`config.mk`:
```
export PLATFORM = sky130hd
export DESIGN_NAME = collision_probe_scanner
export DESIGN_NICKNAME = d
export VERILOG_FILES = /design/src/rtl/collision_probe_scanner.sv
export SDC_FILE = /design/constraint.sdc
export NUM_CORES = 1
export LEC_CHECK = 0
export CORE_MARGIN = 1.5
export CORE_UTILIZATION = 55
export CTS_CLUSTER_SIZE = 28
export DETAILED_ROUTE_END_ITERATION = 8
export GPL_TIMING_DRIVEN = 0
export PLACE_DENSITY = 0.82
export REMOVE_ABC_BUFFERS = 1
export SETUP_SLACK_MARGIN = 0.05
export SLEW_MARGIN = 20
export SYNTH_ARGS = -nofsm -noshare
export SYNTH_HDL_FRONTEND = slang
export SYNTH_SLANG_ARGS = --single-unit
```
`constraint.sdc`:
```
create_clock -name vga_clk -period 14.1 [get_ports vga_clk]
set_input_delay 1.41 -clock vga_clk [delete_from_list [all_inputs] [get_ports vga_clk]]
set_output_delay 1.41 -clock vga_clk [all_outputs]
set_load 0.005 [all_outputs]
```
`src/rtl/collision_probe_scanner.sv`:
```
// rtl/collision_probe_scanner.sv - four-point collision ROM probe scanner for NUM_CHARS characters
module collision_probe_scanner #(
  parameter int NUM_CHARS   = 2,
  parameter int ROM_LATENCY = 3,
  parameter int SCREEN_W    = 640,
  parameter int SCREEN_H    = 480,
  parameter int DATA_W      = 3,
  parameter int CONTINUOUS  = 0
) (
  input  logic                          vga_clk,
  input  logic                          reset_n,
  input  logic                          start,
  input  logic [NUM_CHARS*10-1:0]       char_left,
  input  logic [NUM_CHARS*10-1:0]       char_right,
  input  logic [NUM_CHARS*10-1:0]       char_top,
  input  logic [NUM_CHARS*10-1:0]       char_bottom,
  input  logic [NUM_CHARS*10-1:0]       side_dy,
  input  logic [NUM_CHARS*10-1:0]       mid_dx,
  output logic [18:0]                   rom_addr,
  input  logic [DATA_W-1:0]             rom_data,
  output logic [NUM_CHARS*DATA_W-1:0]   hit_left,
  output logic [NUM_CHARS*DATA_W-1:0]   hit_right,
  output logic [NUM_CHARS*DATA_W-1:0]   hit_top,
  output logic [NUM_CHARS*DATA_W-1:0]   hit_bottom,
  output logic                          busy,
  output logic                          scan_done
);

  localparam int P  = 4 * NUM_CHARS;
  localparam int CW = $clog2(P + ROM_LATENCY + 2);
  localparam int PW = $clog2(P);
  localparam logic [10:0] XMAX = 11'(SCREEN_W - 1);
  localparam logic [9:0]  YMAX = 10'(SCREEN_H - 1);

  typedef enum logic {S_IDLE, S_SCAN} state_t;
  state_t state, state_nx;

  logic [CW-1:0] cnt;
  logic          go, issue, publish, relatch;

  logic [NUM_CHARS*10-1:0] l_left, l_right, l_top, l_bottom, l_dy, l_dx;
  logic [9:0]  s_left, s_right, s_top, s_bottom, s_dy, s_dx;
  logic [9:0]  xl, xr, xm, ys, yt, yb, x, y;
  logic [18:0] addr_w;

  logic              tag_v [ROM_LATENCY];
  logic [PW-1:0]     tag_p [ROM_LATENCY];
  logic [DATA_W-1:0] shadow [P];

  function automatic logic [9:0] clamp_x(input logic [10:0] v);
    return (v > XMAX) ? XMAX[9:0] : v[9:0];
  endfunction

  function automatic logic [9:0] clamp_y(input logic [9:0] v);
    return (v > YMAX) ? YMAX : v;
  endfunction

  always_ff @(posedge vga_clk or negedge reset_n) begin
    if (!reset_n) state <= S_IDLE;
    else          state <= state_nx;
  end

  always_comb begin
    state_nx = state;
    go       = (state == S_IDLE) && (start || (CONTINUOUS != 0));
    issue    = (state == S_SCAN) && (cnt < CW'(P));
    publish  = (state == S_SCAN) && (cnt == CW'(P + ROM_LATENCY));
    relatch  = go || (publish && (CONTINUOUS != 0));
    busy     = (state == S_SCAN);
    case (state)
      S_IDLE: if (go) state_nx = S_SCAN;
      S_SCAN: if (publish && (CONTINUOUS == 0)) state_nx = S_IDLE;
      default: state_nx = S_IDLE;
    endcase
  end

  // cnt[1:0] selects the probe kind, cnt>>2 the character during issue
  always_comb begin
    s_left = '0; s_right = '0; s_top = '0; s_bottom = '0; s_dy = '0; s_dx = '0;
    for (int c = 0; c < NUM_CHARS; c++) begin
      if ((cnt >> 2) == CW'(c)) begin
        s_left   = l_left[10*c +: 10];
        s_right  = l_right[10*c +: 10];
        s_top    = l_top[10*c +: 10];
        s_bottom = l_bottom[10*c +: 10];
        s_dy     = l_dy[10*c +: 10];
        s_dx     = l_dx[10*c +: 10];
      end
    end
    xl = clamp_x({1'b0, s_left});
    xr = clamp_x({1'b0, s_right});
    xm = clamp_x({1'b0, s_left} + {1'b0, s_dx});
    ys = clamp_y((s_bottom < s_dy) ? 10'd0 : s_bottom - s_dy);
    yt = ({1'b0, s_top} >= 11'(SCREEN_H)) ? 10'd0 : s_top;
    yb = clamp_y(s_bottom);
    case (cnt[1:0])
      2'd0:    begin x = xl; y = ys; end
      2'd1:    begin x = xr; y = ys; end
      2'd2:    begin x = xm; y = yt; end
      default: begin x = xm; y = yb; end
    endcase
    addr_w = 19'(20'(x) + 20'(y) * 20'(SCREEN_W));
  end

  always_ff @(posedge vga_clk or negedge reset_n) begin
    if (!reset_n) begin
      cnt        <= '0;
      rom_addr   <= '0;
      scan_done  <= 1'b0;
      hit_left   <= '0;
      hit_right  <= '0;
      hit_top    <= '0;
      hit_bottom <= '0;
      l_left     <= '0;
      l_right    <= '0;
      l_top      <= '0;
      l_bottom   <= '0;
      l_dy       <= '0;
      l_dx       <= '0;
      for (int s = 0; s < ROM_LATENCY; s++) begin
        tag_v[s] <= 1'b0;
        tag_p[s] <= '0;
      end
      for (int q = 0; q < P; q++) shadow[q] <= '0;
    end else begin
      scan_done <= publish;
      if (relatch) begin
        l_left   <= char_left;
        l_right  <= char_right;
        l_top    <= char_top;
        l_bottom <= char_bottom;
        l_dy     <= side_dy;
        l_dx     <= mid_dx;
        cnt      <= '0;
      end else if (state == S_SCAN) begin
        cnt <= cnt + CW'(1);
      end
      if (issue) rom_addr <= addr_w;
      // tag pipeline tracks which shadow slot the returning rom_data belongs to
      tag_v[0] <= issue;
      tag_p[0] <= cnt[PW-1:0];
      for (int s = 1; s < ROM_LATENCY; s++) begin
        tag_v[s] <= tag_v[s-1];
        tag_p[s] <= tag_p[s-1];
      end
      if (tag_v[ROM_LATENCY-1]) shadow[tag_p[ROM_LATENCY-1]] <= rom_data;
      if (publish) begin
        for (int c = 0; c < NUM_CHARS; c++) begin
          hit_left[c*DATA_W +: DATA_W]   <= shadow[4*c];
          hit_right[c*DATA_W +: DATA_W]  <= shadow[4*c+1];
          hit_top[c*DATA_W +: DATA_W]    <= shadow[4*c+2];
          hit_bottom[c*DATA_W +: DATA_W] <= shadow[4*c+3];
        end
      end
    end
  end

endmodule

```
=== Word-level counts from Yosys, hierarchy flattened ===
Cells that the tools add are included.

* Bits in latches: 0
* Memory bits (read-only): 0
* Flip-flop bits (word level): 205
* Logic and storage cells: 86
* Bits of input ports: 126
* Memories: 0
* Output and inout bits: 45
* RAM bits: 0

* Multiply operators: 1
* Bitwise gates (word level): 2
* Shifts and indexed selects: 0
* Order comparisons: 10
* Equality and inequality tests: 4
* Mux-type cells: 29
* Reductions and logical operators: 8
* Div/mod/pow operators: 0
* $add $sub $neg: 4

{| class="wikitable"
|+ Operators with widths
! kind !! count
|-
| 10-bit two-way mux || 19
|-
| 10-bit case mux with 2 select lines || 2
|-
| 24-bit bitwise mux || 1
|-
| 10-bit > comparator, second input constant || 2
|-
| 10-bit by 9-bit > comparator with 1-bit output, second input constant || 2
|-
| 10-bit by 19-bit adder with 19-bit output || 1
|-
| 10-bit by 3-bit multiplier with 12-bit output, second input constant || 1
|-
| 10-bit by 10-bit adder with 11-bit output || 1
|-
| 11-bit by 10-bit > comparator with 1-bit output, second input constant || 1
|-
| 10-bit by 9-bit >= comparator with 1-bit output, second input constant || 1
|-
| 10-bit less-than comparator || 1
|-
| 10-bit subtractor || 1
|-
| 3-bit demux with 3-bit select || 1
|-
| 4-bit two-way mux || 2
|-
| 4-bit by 1-bit adder with 4-bit output, second input constant || 1
|-
| 2-bit by 1-bit equality test with 1-bit output, second input constant || 2
|-
| 4-bit equality test, second input constant || 1
|-
| 4-bit >= comparator, second input constant || 1
|-
| 1-bit logical AND || 4
|-
| 4-bit logical NOT || 1
|-
| 4-bit by 1-bit less-than comparator with 1-bit output, second input constant || 1
|-
| 4-bit less-than comparator, second input constant || 1
|-
| 3-bit NOT with 4-bit output || 1
|-
| 3-bit two-way mux || 1
|-
| 7 further kinds || 8
|}

=== Depth between registers and ports, before layout ===
Gate-level depths: netlist of the first run.

* Depth after elaboration: 10
* Depth in mapped cells: 27
* Mapped depth without buffers: 22

=== Least setup slack after synthesis of the first run ===
Ideal clock, no wire load.

* Kind: flip-flop to flip-flop
* Start point: register cnt[2]
* End point: register rom_addr[18]
* Cell stages (with the launch flop): 27
* Path slack: 8.021 ns
* Period minus slack after synthesis: 6.079 ns
* Arrival: 5.945 ns
* Path buffers: 5
* Required time: 13.966 ns
* Library setup time: 0.134 ns
* Path through: dfrtp_1 buf_4 buf_2 buf_2 buf_2 buf_2 mux2i_1 nor2_1 ha_1 fa_1 nand2b_1 a21oi_1 o21ai_4 o21a_1 nor3b_4 a311oi_4 a221oi_1 ha_1 ha_1 fa_1 xor2_1 nand2_1 nor4b_1 nand3_1 nor3_1 xor2_1 o21ai_0

* Word-level cells in the longest chain between the ends: 10
* Elaborated cells between the ends (all ways): 36
* Those cells by class: add/sub (3); mul (1); order compare (8); eq/ne (1); mux (21); reduce/logical (2)

{| class="wikitable"
|+ Ends and longest elaborated chain
! what !! RTL line !! source
|-
| start: declaration || 38 || <nowiki>logic [CW-1:0] cnt;</nowiki>
|-
| start signal: assignment || 136 || <nowiki>cnt <= cnt + CW'(1);</nowiki>
|-
| 4-bit logical NOT || 81 || <nowiki>if ((cnt >> 2) == CW'(c)) begin</nowiki>
|-
| 10-bit two-way mux (2 in series) || 81 ||
|-
| 10-bit subtractor or 10-bit less-than comparator (tied branches) || 93 || <nowiki>ys = clamp_y((s_bottom < s_dy) ? 10'd0 : s_bottom - s_dy);</nowiki>
|-
| 10-bit two-way mux || 93 ||
|-
| 10-bit by 9-bit > comparator with 1-bit output || 55 || <nowiki>return (v > YMAX) ? YMAX : v;</nowiki>
|-
| 10-bit two-way mux || 55 ||
|-
| 10-bit case mux with 2 select lines || 96 || <nowiki>case (cnt[1:0])</nowiki>
|-
| 10-bit by 3-bit multiplier with 12-bit output || 102 || <nowiki>addr_w = 19'(20'(x) + 20'(y) * 20'(SCREEN_W));</nowiki>
|-
| 10-bit by 19-bit adder with 19-bit output || 102 ||
|-
| end signal: assignment || 138 || <nowiki>if (issue) rom_addr <= addr_w;</nowiki>
|-
| end: declaration || 19 || <nowiki>output logic [18:0] rom_addr,</nowiki>
|}

Several ways; a longest one is shown, not always the timed one.
A chain may end at the register's enable or synchronous reset.

=== Worst setup path after layout of the first run ===
Same ends and word-level chain as after synthesis.

==> results of run 1 <==
-- flip-flops by register name, indices dropped and copies added, names as in the netlist --
signal      count
cnt             4
shadow         24
hit_left        6
l_top          20
l_right        20
hit_bottom      6
l_dx           20
l_bottom       20
hit_top         6
tag_p           9
scan_done       1
l_dy           20
l_left         20
rom_addr       19
tag_v           3
busy            1
hit_right       6
-- layer usage --
| metal | part of all wire | wire length, microns | up-vias |
|---|---|---|---|
| met5 | 0 | 0 | - |
| met4 | 0.016 | 378 | 0 |
| met3 | 0.064 | 1491 | 24 |
| met2 | 0.48 | 11150 | 204 |
| met1 | 0.44 | 10180 | 3797 |
| li1 | - | - | 3721 |
-- worst paths after layout --
path	endpoint	slack [ns]	start
setup / recovery	rom_addr[18]	7.41	cnt[2]
hold / removal	tag_p[5]	0.35	tag_p[8]
setup reg to reg	rom_addr[18]	7.41	cnt[2]
hold reg to reg	tag_p[5]	0.35	tag_p[8]
max in group asynchronous	cnt[2]	12.68	reset_n
min in group asynchronous	l_dy[18]	0.71	reset_n
-- power breakdown --
| group | switching [mW] | internal (mW) |
|---|---|---|
| Clock | 0.223 | 0.358 |
| Combinational | 1.25 | 1.16 |
| Sequential | 0.210 | 0.888 |
| Total | 1.68 | 2.41 |
-- logic make-up after synthesis --
family	Yosys count
flops	205
buf+inv	59
simple gates	264
compound gates	153
xor+xnor	28
fa+ha+maj	47
other cells	1
mux	196
-- final cells by class --
type	instances	share of cell area
Tap cell	260	0.02413
Multi-Input combinational cell	689	0.3942
Sequential cell	205	0.3808
Inverter	19	0.005289
Timing Repair Buffer	178	0.1395
Clock inverter	6	0.004454
Clock buffer	34	0.05168
-- cell usage after synthesis (4+ instances only) --
cell type | count | share of area
a22oi_1 | 7 | 0.0049
xnor2_1 | 15 | 0.012
o211ai_1 | 5 | 0.0035
xor2_1 | 13 | 0.011
dfrtp_1 | 205 | 0.48
nor2_1 | 69 | 0.024
nand2_1 | 123 | 0.043
o22ai_1 | 4 | 0.0023
mux2i_1 | 36 | 0.034
mux2_2 | 160 | 0.17
nor2b_1 | 8 | 0.0047
fa_1 | 4 | 0.0075
buf_2 | 7 | 0.0033
clkbuf_1 | 29 | 0.010
ha_1 | 43 | 0.050
o221ai_1 | 5 | 0.0041
nand3_1 | 14 | 0.0066
a21o_1 | 4 | 0.0028
a211oi_1 | 6 | 0.0042
nand2b_1 | 11 | 0.0065
nor3_1 | 9 | 0.0042
o21ai_0 | 44 | 0.021
inv_1 | 17 | 0.0060
o21a_1 | 5 | 0.0035
or2_2 | 4 | 0.0023
a21oi_1 | 31 | 0.015
nand4b_1 | 4 | 0.0033
-- stage by stage --
step	cells	total power, mW	setup WS (ns)	cell area [sq um]
after floorplan	913	2.888	6.673	10500
after global placement	1343	3.427	3.312	12530
after detailed placement	1350	3.496	7.454	12720
after CTS	1390	4.101	7.423	13470
after global routing	1391	4.463	6.883	13480
final	1391	4.086	7.408	13480
==> results by group, run 1 <==
Drt
  • Vias: approximately 7,700
  • # DRC: 0
  • Final wirelength: roughly 23 mm
  • Antenna Nets Post-Route: 0
  • Initial DRC count: approximately 330
  • Vias/cell: 5.569
  • Mean routed wirelength per cell: 16.68 microns
  • Initial DRT Pass Iterations: 4

Power and ir drop
  • Leak: approximately 5.9 nW
  • Worst IR drop on VDD: ~180 uV
  • Pwr Density: roughly 300 nW/um^2

Place
  • Placer Congestion: roughly 0.84
  • Port bufs: between 150 and 200
  • DP HPWL: 16.90 mm

Timing
  • Final Setup Violations: 0
  • Slew HR: 0.3498
  • Unrepaired setup endpoints after global routing: no
  • Slew Viols, Final: 0
  • Final Hold Viols: 0
  • Final Skew: between 0.01 and 0.015 ns
  • Top achievable clock speed: about 0.15 GHz
  • TNS Setup: 0 ns
  • Period Utilization, post-route: 0.4746
  • Worst-Margin Slew: a little under 1 ns
  • Worst hold slack: 0.3482 ns
  • Minimum clock period: about 6.7 ns

Synth
  • Seq cells post-synth: slightly above 200
  • Simple-Gate Fraction of Synth Area: 0.1113
  • Seq/Total Area, Yosys: 0.4809
  • Synth Area in Adders: 0.05795
  • Ys flop type: dfrtp_1
  • Cell count after synthesis: roughly 950
  • Ys async rst share: 1.000
  • Mapped Avg Cell Area: about 11 sq um
  • Multiplexer share of the synthesized area: 0.2027
  • Post-synth EDFFs: 0
  • Synth Warn #: 0
  • Yosys cell types: 74
  • Post-synthesis xor/xnor area fraction: 0.02299
  • Compound-Gate Fraction of Synth Area: 0.1018
  • Largest family of logic cells by synthesized area: multiplexers
  • Cell Area, Synth: around 11,000 sq um

Global route
  • Met1 Use GR: 0.3237
  • Initial antenna violation count: 0
  • Grt ovf: 0
  • Vias in the first global route: approximately 7,900
  • Met2 usage: 0.4021
  • First-pass GRT wire length: roughly 39 mm
  • Tot GR Track Use: 0.2412
  • Largest net degree at the start of global routing: around 110
  • Met3 Usage GRT: 0.05585
  • Gr busiest metal: met2

Setup path
  • Most used cell, CP: ha_1
  • Nature of the critical path startpoint: register
  • Critical path endpoint category: register
  • Buf/Inv on CP: 1
  • Slowest CP cell: dfrtp_4
  • Setup CP Type: register to register
  • Stages on the worst setup path: 22
  • WP data arrival: ~7.0 ns
  • Reg2reg path depth: 22
  • Cells along the critical path: buf_12, mux2i_1, nor2_1, ha_1, fa_1, nand2b_1, a21oi_1, o21ai_4, o21a_1, nor2_1, a21oi_1, a221oi_1, ha_1, ha_1, fa_1, xor2_1, nand2_1, nor4b_1, nand3_1, nor3_1, xor2_1, o21ai_0
  • CP peak stage delay: between 0.8 and 0.9 ns
  • CP max FO: between 40 and 50
  • Crit-path leading delay family: simple AND/OR/NAND/NOR gates
  • CP required: ~14 ns

Clocking
  • Total CTS buffers: 22
  • TritonCTS clock tree: yes
  • Clock Path Buffers: 3
  • Setup Buffers After CTS: 0
  • Post-CTS sizing: 0
  • Worst-path clk slew: ~0.06 ns
  • Clock Tree Root: clkbuf_16
  • Hold buffers post-CTS: 0
  • Htree depth: 1
  • Clk_lat worst skew: 0.50 ns
  • Clock Sinks: 205

Layout
  • FF+latch area: 5135 sq um
  • Final Util: 0.7137
  • Area of the multi-input gates: approximately 5300 sq um
  • Filler Cells Inserted: approximately 1,400
  • Most common cell after layout, fill and taps aside: dfrtp_1
  • Most frequent cells in the layout: 203 x dfrtp_1, 169 x clkdlybuf4s50_1, 160 x mux2_2
  • Area Growth Syn to Fin: 26.42%
  • Nets: 1,288
  • # diodes: 0
  • Ratio of cells with drive above 1 in the final layout: 0.2051

Die
  • Die H: about 140 microns
  • Die area: ~20,000 sq um
  • I/O pin count: roughly 170
  • DIE WIDTH: around 140 microns
  • Initial core utilization: 0.5646
  • Core box area: around 19,000 sq um
  • Rows: 50

Min path
  • Hold path cells: 0
  • Worst hold-check path type: register to register

Flow run
  • Max Cap Violations: 0

Run status
  • Outcome: finished clean
Power figures use the tool's default switching activity.
==> run 2, diff against run 1 <==
--- a/config.mk
+++ b/config.mk
@@ -6,11 +6,11 @@
 export NUM_CORES = 1
 export LEC_CHECK = 0
 export CORE_MARGIN = 1.5
-export CORE_UTILIZATION = 55
+export CORE_UTILIZATION = 49
 export CTS_CLUSTER_SIZE = 28
 export DETAILED_ROUTE_END_ITERATION = 8
 export GPL_TIMING_DRIVEN = 0
-export PLACE_DENSITY = 0.82
+export PLACE_DENSITY = 0.77
 export REMOVE_ABC_BUFFERS = 1
 export SETUP_SLACK_MARGIN = 0.05
 export SLEW_MARGIN = 20
==> constraint.sdc (replaced) <==
create_clock -name vga_clk -period 5.6 [get_ports vga_clk]
set_input_delay 0.56 -clock vga_clk [delete_from_list [all_inputs] [get_ports vga_clk]]
set_output_delay 0.56 -clock vga_clk [all_outputs]
set_load 0.005 [all_outputs]
==> run 2 against run 1 <==
Against the previous run: critical path depth is the same; clock skew grew 0.0094 ns; global-route usage shrank 2.5 points; non-clock buffer count grew 31; register-to-register slack lost 7.3 ns; sequential cell count is the same; sequential share of layout area shrank 1.7 points; largest cell class unchanged; highest routed layer unchanged.
==> results by group, run 2 (synthesis gave the netlist of run 1 again) <==
Run status
  • Outcome: finished clean

Setup path
  • WP data arrival: 5.83 ns (-1.20 ns)
  • Cells along the critical path: buf_8, buf_4, mux2_2, nand2_1, ha_2, o21ai_2, a21oi_2, a2111o_1, a21oi_2, nor3b_4, a311oi_4, a221oi_2, ha_1, ha_4, fa_2, a211oi_4, nor2_2, xor2_2, and3_4, nand3_1, xnor2_1, o21ai_1
  • Nature of the critical path startpoint: register
  • Critical path endpoint category: register
  • Setup CP Type: register to register
  • Crit-path leading delay family: compound AO/OA/AOI/OAI gates
  • CP peak stage delay: 0.56 ns (-0.32 ns)
  • Buf/Inv on CP: 2 (+1)
  • Slowest CP cell: a311oi_4
  • CP required: 5.96 ns (-8.48 ns)
  • CP max FO: 8 (-81%)
  • Most used cell, CP: a21oi_2

Die
  • Initial core utilization: 0.5027 (-0.06192)
  • Core box area: 21,220 sq um (+12%)
  • Die area: 22,660 sq um (+12%)
  • DIE WIDTH: 150.5 microns (+5.8%)
  • Rows: 53 (+6.0%)
  • I/O pin count: 171 (unchanged)
  • Die H: 150.5 microns (+5.8%)

Timing
  • Period Utilization, post-route: 0.9784 (+0.5038)
  • Final Setup Violations: 0 (unchanged)
  • Final Skew: 0.02374 ns (+0.009417 ns)
  • Worst-Margin Slew: 0.9628 ns (-0.01018 ns)
  • Top achievable clock speed: 0.1825 GHz (+22%)
  • Slew HR: 0.3566 (+0.006802)
  • Minimum clock period: 5.479 ns (-1.213 ns)
  • Final Hold Viols: 0 (unchanged)
  • Slew Viols, Final: 0 (unchanged)
  • Worst hold slack: 0.3438 ns (-0.004394 ns)

Clocking
  • TritonCTS clock tree: yes
  • Htree depth: 1 (unchanged)
  • Clock Path Buffers: 3 (unchanged)
  • Clock Sinks: 205 (unchanged)
  • Worst-path clk slew: 0.06 ns (about the same)
  • Total CTS buffers: 23 (+4.5%)
  • Clk_lat worst skew: 0.53 ns (+0.03 ns)
  • Clock Tree Root: clkbuf_16

Layout
  • Nets: 1,320 (+2.5%)
  • Most common cell after layout, fill and taps aside: dfrtp_1
  • Fin area: 14,110 sq um (+4.6%)
  • # diodes: 0 (unchanged)
  • Area Growth Syn to Fin: 32.29%
  • Ratio of cells with drive above 1 in the final layout: 0.2575 (+0.05241)
  • Largest Register: shadow
  • Final Util: 0.6650 (-0.04873)
  • Most frequent cells in the layout: 203 x dfrtp_1, 169 x clkdlybuf4s50_1, 160 x mux2_2
  • Max reg flops: 24 (unchanged)

Min path
  • Worst hold-check path type: register to register

Drt
  • Mean routed wirelength per cell: 17.16 microns (+2.9%)
  • Vias/cell: 5.503 (-1.2%)
  • # DRC: 0 (unchanged)
  • Initial DRC count: 425 (+31%)
  • Final wirelength: 24.65 mm (+6.2%)
  • Antenna Nets Post-Route: 0 (unchanged)
  • Vias: 7,902 (+2.0%)
  • Initial DRT Pass Iterations: 5 (+1)

Global route
  • Initial antenna violation count: 0 (unchanged)
  • First-pass GRT wire length: 39.01 mm (-0.86%)
  • Grt ovf: 0 (unchanged)
  • Tot GR Track Use: 0.2160 (-0.02526)
  • Largest net degree at the start of global routing: 81 (-23%)
  • Vias in the first global route: 7,761 (-2.0%)

Place
  • Placed Instance Area: 12,740 sq um (+0.17%)
  • Port bufs: 170 (unchanged)
  • Placer Congestion: 0.8496 (+1.1%)
  • DP HPWL: 16.82 mm (-0.50%)

Flow run
  • Max Cap Violations: 0 (unchanged)
==> run 2: cell count changes in the layout (fill, tap and decap cells not counted), sizes merged <==
| cell | before | now |
|---|---|---|
| inv | 17 | 18 |
| bufinv | 1 | 3 |
| dlygate4sd3 | 0 | 1 |
| clkinvlp | 2 | 1 |
| clkbuf | 34 | 33 |
| bufbuf | 0 | 1 |
| buf | 9 | 36 |
==> run 2: final cells by class <==
class | count | area [sq um]
clock buffers | 31 | 635.6
clock inverters | 8 | 133.9
fillers | 1623 | 7109
inverters | 19 | 75.07
multi-input cells | 689 | 5574
flip-flops and latches | 205 | 5137
well taps | 275 | 344.1
repair buffers | 209 | 2211
==> run 2: final timing paths <==
check                          from            to  slack (ns)  depth (start not counted)
min                        tag_p[6]      tag_p[3]        0.34                          0
min in group asynchronous   reset_n  l_bottom[10]        0.55                          2
min reg2reg                tag_p[6]      tag_p[3]        0.34                          0
max reg2reg                  cnt[2]  rom_addr[17]        0.12                         22
max                          cnt[2]  rom_addr[17]        0.12                         22
max in group asynchronous   reset_n        cnt[3]        4.34                          3
==> run 2: layer usage <==
metal	vias up	routed length, microns	GRT usage	share of wire
met2	208	11400	0.3415	0.46
met5	-	0	0	0
met1	3857	11080	0.3001	0.45
met4	0	542	0.05000	0.022
li1	3788	-	-	-
met3	49	1625	0.05182	0.066
==> run 2: what timing repair did <==
item,CTS,global route
endpoints found under the hold margin,52,0
cloned,1,1
hold buffers,1,0
pin swaps,3,23
setup endpoints to repair,7,4
setup buffers,10,18
gates resized for setup,14,48
==> run 2: through the flow <==
stage | setup slack, ns | instances | setup TNS [ns]
after floorplan | -1.288 | 913 | -124.19
after global placement | -4.606 | 1358 | -1455.50
after detailed placement | -0.9796 | 1365 | -3.747
after CTS | 0.1173 | 1416 | 0
after global routing | -0.08154 | 1436 | -0.1779
final | 0.1208 | 1436 | 0
==> run 2: worst register-to-register path: stages (launching register included) <==
cell      delay (ns)
dfrtp_4         0.51
buf_8           0.17
buf_4           0.14
mux2_2          0.28
nand2_1         0.08
ha_2            0.31
o21ai_2         0.15
a21oi_2         0.08
a2111o_1        0.41
a21oi_2         0.21
nor3b_4         0.08
a311oi_4        0.56
a221oi_2        0.15
ha_1            0.36
ha_4            0.18
fa_2            0.41
a211oi_4        0.32
nor2_2          0.08
xor2_2          0.25
and3_4          0.23
nand3_1         0.09
xnor2_1         0.20
o21ai_1         0.08
Power of run 2 is not shown: default switching activity piles up to over one toggle a cycle in this logic, so the estimate is an artifact.
==> run 3, diff against run 2 <==
--- a/config.mk
+++ b/config.mk
@@ -5,6 +5,7 @@
 export SDC_FILE = /design/constraint.sdc
 export NUM_CORES = 1
 export LEC_CHECK = 0
+export CAP_MARGIN = 15
 export CORE_MARGIN = 1.5
 export CORE_UTILIZATION = 49
 export CTS_CLUSTER_SIZE = 28
@@ -13,7 +14,6 @@
 export PLACE_DENSITY = 0.77
 export REMOVE_ABC_BUFFERS = 1
 export SETUP_SLACK_MARGIN = 0.05
-export SLEW_MARGIN = 20
 export SYNTH_ARGS = -nofsm -noshare
 export SYNTH_HDL_FRONTEND = slang
 export SYNTH_SLANG_ARGS = --single-unit
==> constraint.sdc (replaced) <==
create_clock -name vga_clk -period 4.65 [get_ports vga_clk]
set_input_delay 0.465 -clock vga_clk [delete_from_list [all_inputs] [get_ports vga_clk]]
set_output_delay 0.465 -clock vga_clk [all_outputs]
set_load 0.005 [all_outputs]
==> run 3 against run 2 <==
Against the previous run: the flow now finishes with violations (negative setup slack); final area is 1.6% higher; register-to-register slack got worse by 0.78 ns; final cell count increased by 0.70%; global-route usage is 0.71 points higher; maximum frequency increased by 3.2%; clock skew is 0.0078 ns lower; critical path depth up 1; sequential cell count stayed put; wire length increased by 1.8%; non-clock buffer count grew 7; clock-buffer cell count fell by 1.
==> results by group, run 3 (synthesis gave the netlist of run 1 again) <==
Global route
  • Grt ovf: 0 (unchanged)
  • Largest net degree at the start of global routing: 119 (+47%)
  • First-pass GRT wire length: 40.12 mm (+2.8%)
  • Tot GR Track Use: 0.2230 (+0.007051)
  • Vias in the first global route: 7,943 (+2.3%)
  • Initial antenna violation count: 0 (unchanged)

Place
  • Port bufs: 170 (unchanged)
  • DP HPWL: 16.72 mm (-0.61%)
  • Placer Congestion: 0.8496 (unchanged)
  • Total placed cells including tap cells: 1,365 (unchanged)

Die
  • Rows: 53 (unchanged)
  • Initial core utilization: 0.5027 (unchanged)
  • I/O pin count: 171 (unchanged)
  • Die H: 150.5 microns (unchanged)
  • DIE WIDTH: 150.5 microns (unchanged)
  • Die area: 22,660 sq um (unchanged)
  • Core box area: 21,220 sq um (unchanged)

Timing
  • Worst hold slack: 0.3449 ns (+0.001158 ns)
  • Minimum clock period: 5.310 ns (-0.1694 ns)
  • Final Setup Violations: 7 (+7)
  • Final worst slack: -0.6598 ns (-0.7806 ns)
  • Top achievable clock speed: 0.1883 GHz (+3.2%)
  • Final Hold Viols: 0 (unchanged)
  • Final Skew: 0.01596 ns (-0.007781 ns)
  • Unrepaired setup endpoints after global routing: yes
  • Worst-Margin Slew: 0.9783 ns (+0.01551 ns)
  • Slew HR: 0.3462 (-0.01037)
  • Period Utilization, post-route: 1.142 (+0.1635)
  • Slew Viols, Final: 0 (unchanged)

Setup path
  • R2r setup slk: -0.66 ns (-0.78 ns)
  • Stages on the worst setup path: 23 (+4.5%)
  • Setup crit start: cnt[2]
  • Buf/Inv on CP: 5 (+3)
  • Most used cell, CP: buf_4
  • Reg2reg path depth: 23 (+4.5%)
  • R2R Path Start: cnt[2]
  • CP required: 5.01 ns (-0.95 ns)
  • Crit-path leading delay family: simple AND/OR/NAND/NOR gates
  • Cells along the critical path: buf_8, buf_4, mux2i_4, nor2_4, ha_4, or4_4, a21o_1, a31oi_4, or3_4, a21boi_2, a311oi_4, buf_4, a21oi_4, ha_2, ha_4, fa_2, xor2_2, nand2_2, nor4b_4, buf_4, buf_4, xnor2_1, o21ai_0
  • Critical path endpoint category: register
  • Slowest CP cell: dfrtp_4
  • Setup CP Type: register to register
  • CP max FO: 7 (-1)
  • WP data arrival: 5.67 ns (-0.16 ns)
  • Reg-to-Reg End: rom_addr[14]
  • CP peak stage delay: 0.52 ns (-0.04 ns)
  • Nature of the critical path startpoint: register
  • Crit path to: rom_addr[14]

Clocking
  • Htree depth: 1 (unchanged)
  • Clock Sinks: 205 (unchanged)
  • Clk_lat worst skew: 0.52 ns (about the same)
  • Worst-path clk slew: 0.06 ns (about the same)
  • Clock Path Buffers: 3 (unchanged)
  • Total CTS buffers: 23 (unchanged)
  • Clock Tree Root: clkbuf_16
  • TritonCTS clock tree: yes

Layout
  • Most common cell after layout, fill and taps aside: dfrtp_1
  • FF+latch area: 5137 sq um (unchanged)
  • Area of the multi-input gates: 5687 sq um (+2.0%)
  • Ratio of cells with drive above 1 in the final layout: 0.2741 (+0.01659)
  • Max reg flops: 24 (unchanged)
  • Largest Register: shadow
  • Most frequent cells in the layout: 203 x dfrtp_1, 169 x clkdlybuf4s50_1, 158 x mux2_2
  • Filler Cells Inserted: 1,591 (-2.0%)
  • Nets: 1,327 (+0.53%)
  • Post-route insts no fill: 1,446 (+0.70%)
  • # diodes: 0 (unchanged)
  • Area Growth Syn to Fin: 34.40%

Drt
  • Mean routed wirelength per cell: 17.34 microns (+1.0%)
  • Final wirelength: 25.08 mm (+1.8%)
  • # DRC: 0 (unchanged)
  • Vias/cell: 5.513 (+0.19%)
  • Initial DRT Pass Iterations: 6 (+1)
  • Vias: 7,972 (+0.89%)
  • Antenna Nets Post-Route: 0 (unchanged)
  • Initial DRC count: 481 (+13%)

Run status
  • Outcome: finished with violations
  • Failing checks: negative setup slack

Flow run
  • Max Cap Violations: 0 (unchanged)

Min path
  • Worst hold-check path type: register to register
-- run 3: cell count changes in the layout (fill, tap and decap cells not counted), sizes merged --
cell,delta
buf,+7
bufbuf,+1
bufinv,+2
clkbuf,-2
clkinvlp,+2
-- run 3: area by class of cell --
class | count | share of cell area
flip-flops and latches | 205 | 0.3584
well taps | 275 | 0.02400
repair buffers | 216 | 0.1586
clock buffers | 30 | 0.04338
multi-input cells | 689 | 0.3967
clock inverters | 12 | 0.01379
inverters | 19 | 0.005237
-- run 3: timing repair --
action / in CTS / in global routing
setup endpoints to repair: 11 / 9
gates cloned: 2 / 0
endpoints found under the hold margin: 68 / 0
gates resized for setup: 69 / 19
hold buffers: 1 / 0
pin swaps: 31 / 17
buffers inserted: 28 / 6
-- run 3: per-stage QoR --
| stage | util | worst slack, ns | area, sq um | setup TNS [ns] |
|---|---|---|---|---|
| 2_1_floorplan | - | -2.238 | 10500 | -247.42 |
| 3_3_place_gp | 0.5914 | -5.461 | 12550 | -1761.93 |
| 3_5_place_dp | 0.6005 | -2.008 | 12740 | -13.31 |
| 4_1_cts | 0.6681 | -0.5114 | 14180 | -2.205 |
| 5_1_grt | 0.6756 | -0.8849 | 14340 | -5.173 |
| 6_report | 0.6756 | -0.6598 | 14340 | -3.619 |
-- run 3: worst min-delay path by stage --
stage / slack (ns) / startpoint / end / cells past startpoint
4_1_cts: 0.35 / tag_v[1] / tag_v[0] / 0
3_5_place_dp: 0.33 / tag_p[5] / tag_p[2] / 0
6_report: 0.34 / tag_v[1] / tag_v[0] / 0
2_1_floorplan: 0.17 / reset_n / busy / 0
3_3_place_gp: 0.33 / tag_p[8] / tag_p[5] / 0
5_1_grt: 0.35 / tag_v[1] / tag_v[0] / 0
-- run 3: per-layer routing --
layer / up-vias / track usage / routed length, microns / share of wire
met5: - / 0 / 0 / 0
met4: 0 / 0.05490 / 599 / 0.024
met3: 42 / 0.05394 / 1814 / 0.072
met2: 247 / 0.3635 / 11670 / 0.47
met1: 3869 / 0.2988 / 11000 / 0.44
li1: 3814 / - / - / -
-- run 3: worst reg2reg max path, cell delays in order (launching register included) --
cell and delay, ns:
dfrtp_4 0.52, buf_8 0.16, buf_4 0.15, mux2i_4 0.19, nor2_4 0.07, ha_4 0.18
or4_4 0.52, a21o_1 0.19, a31oi_4 0.18, or3_4 0.16, a21boi_2 0.07, a311oi_4 0.52
buf_4 0.22, a21oi_4 0.07, ha_2 0.22, ha_4 0.17, fa_2 0.43, xor2_2 0.22
nand2_2 0.10, nor4b_4 0.37, buf_4 0.17, buf_4 0.10, xnor2_1 0.11, o21ai_0 0.09
Power of run 3 is left out for the same reason.
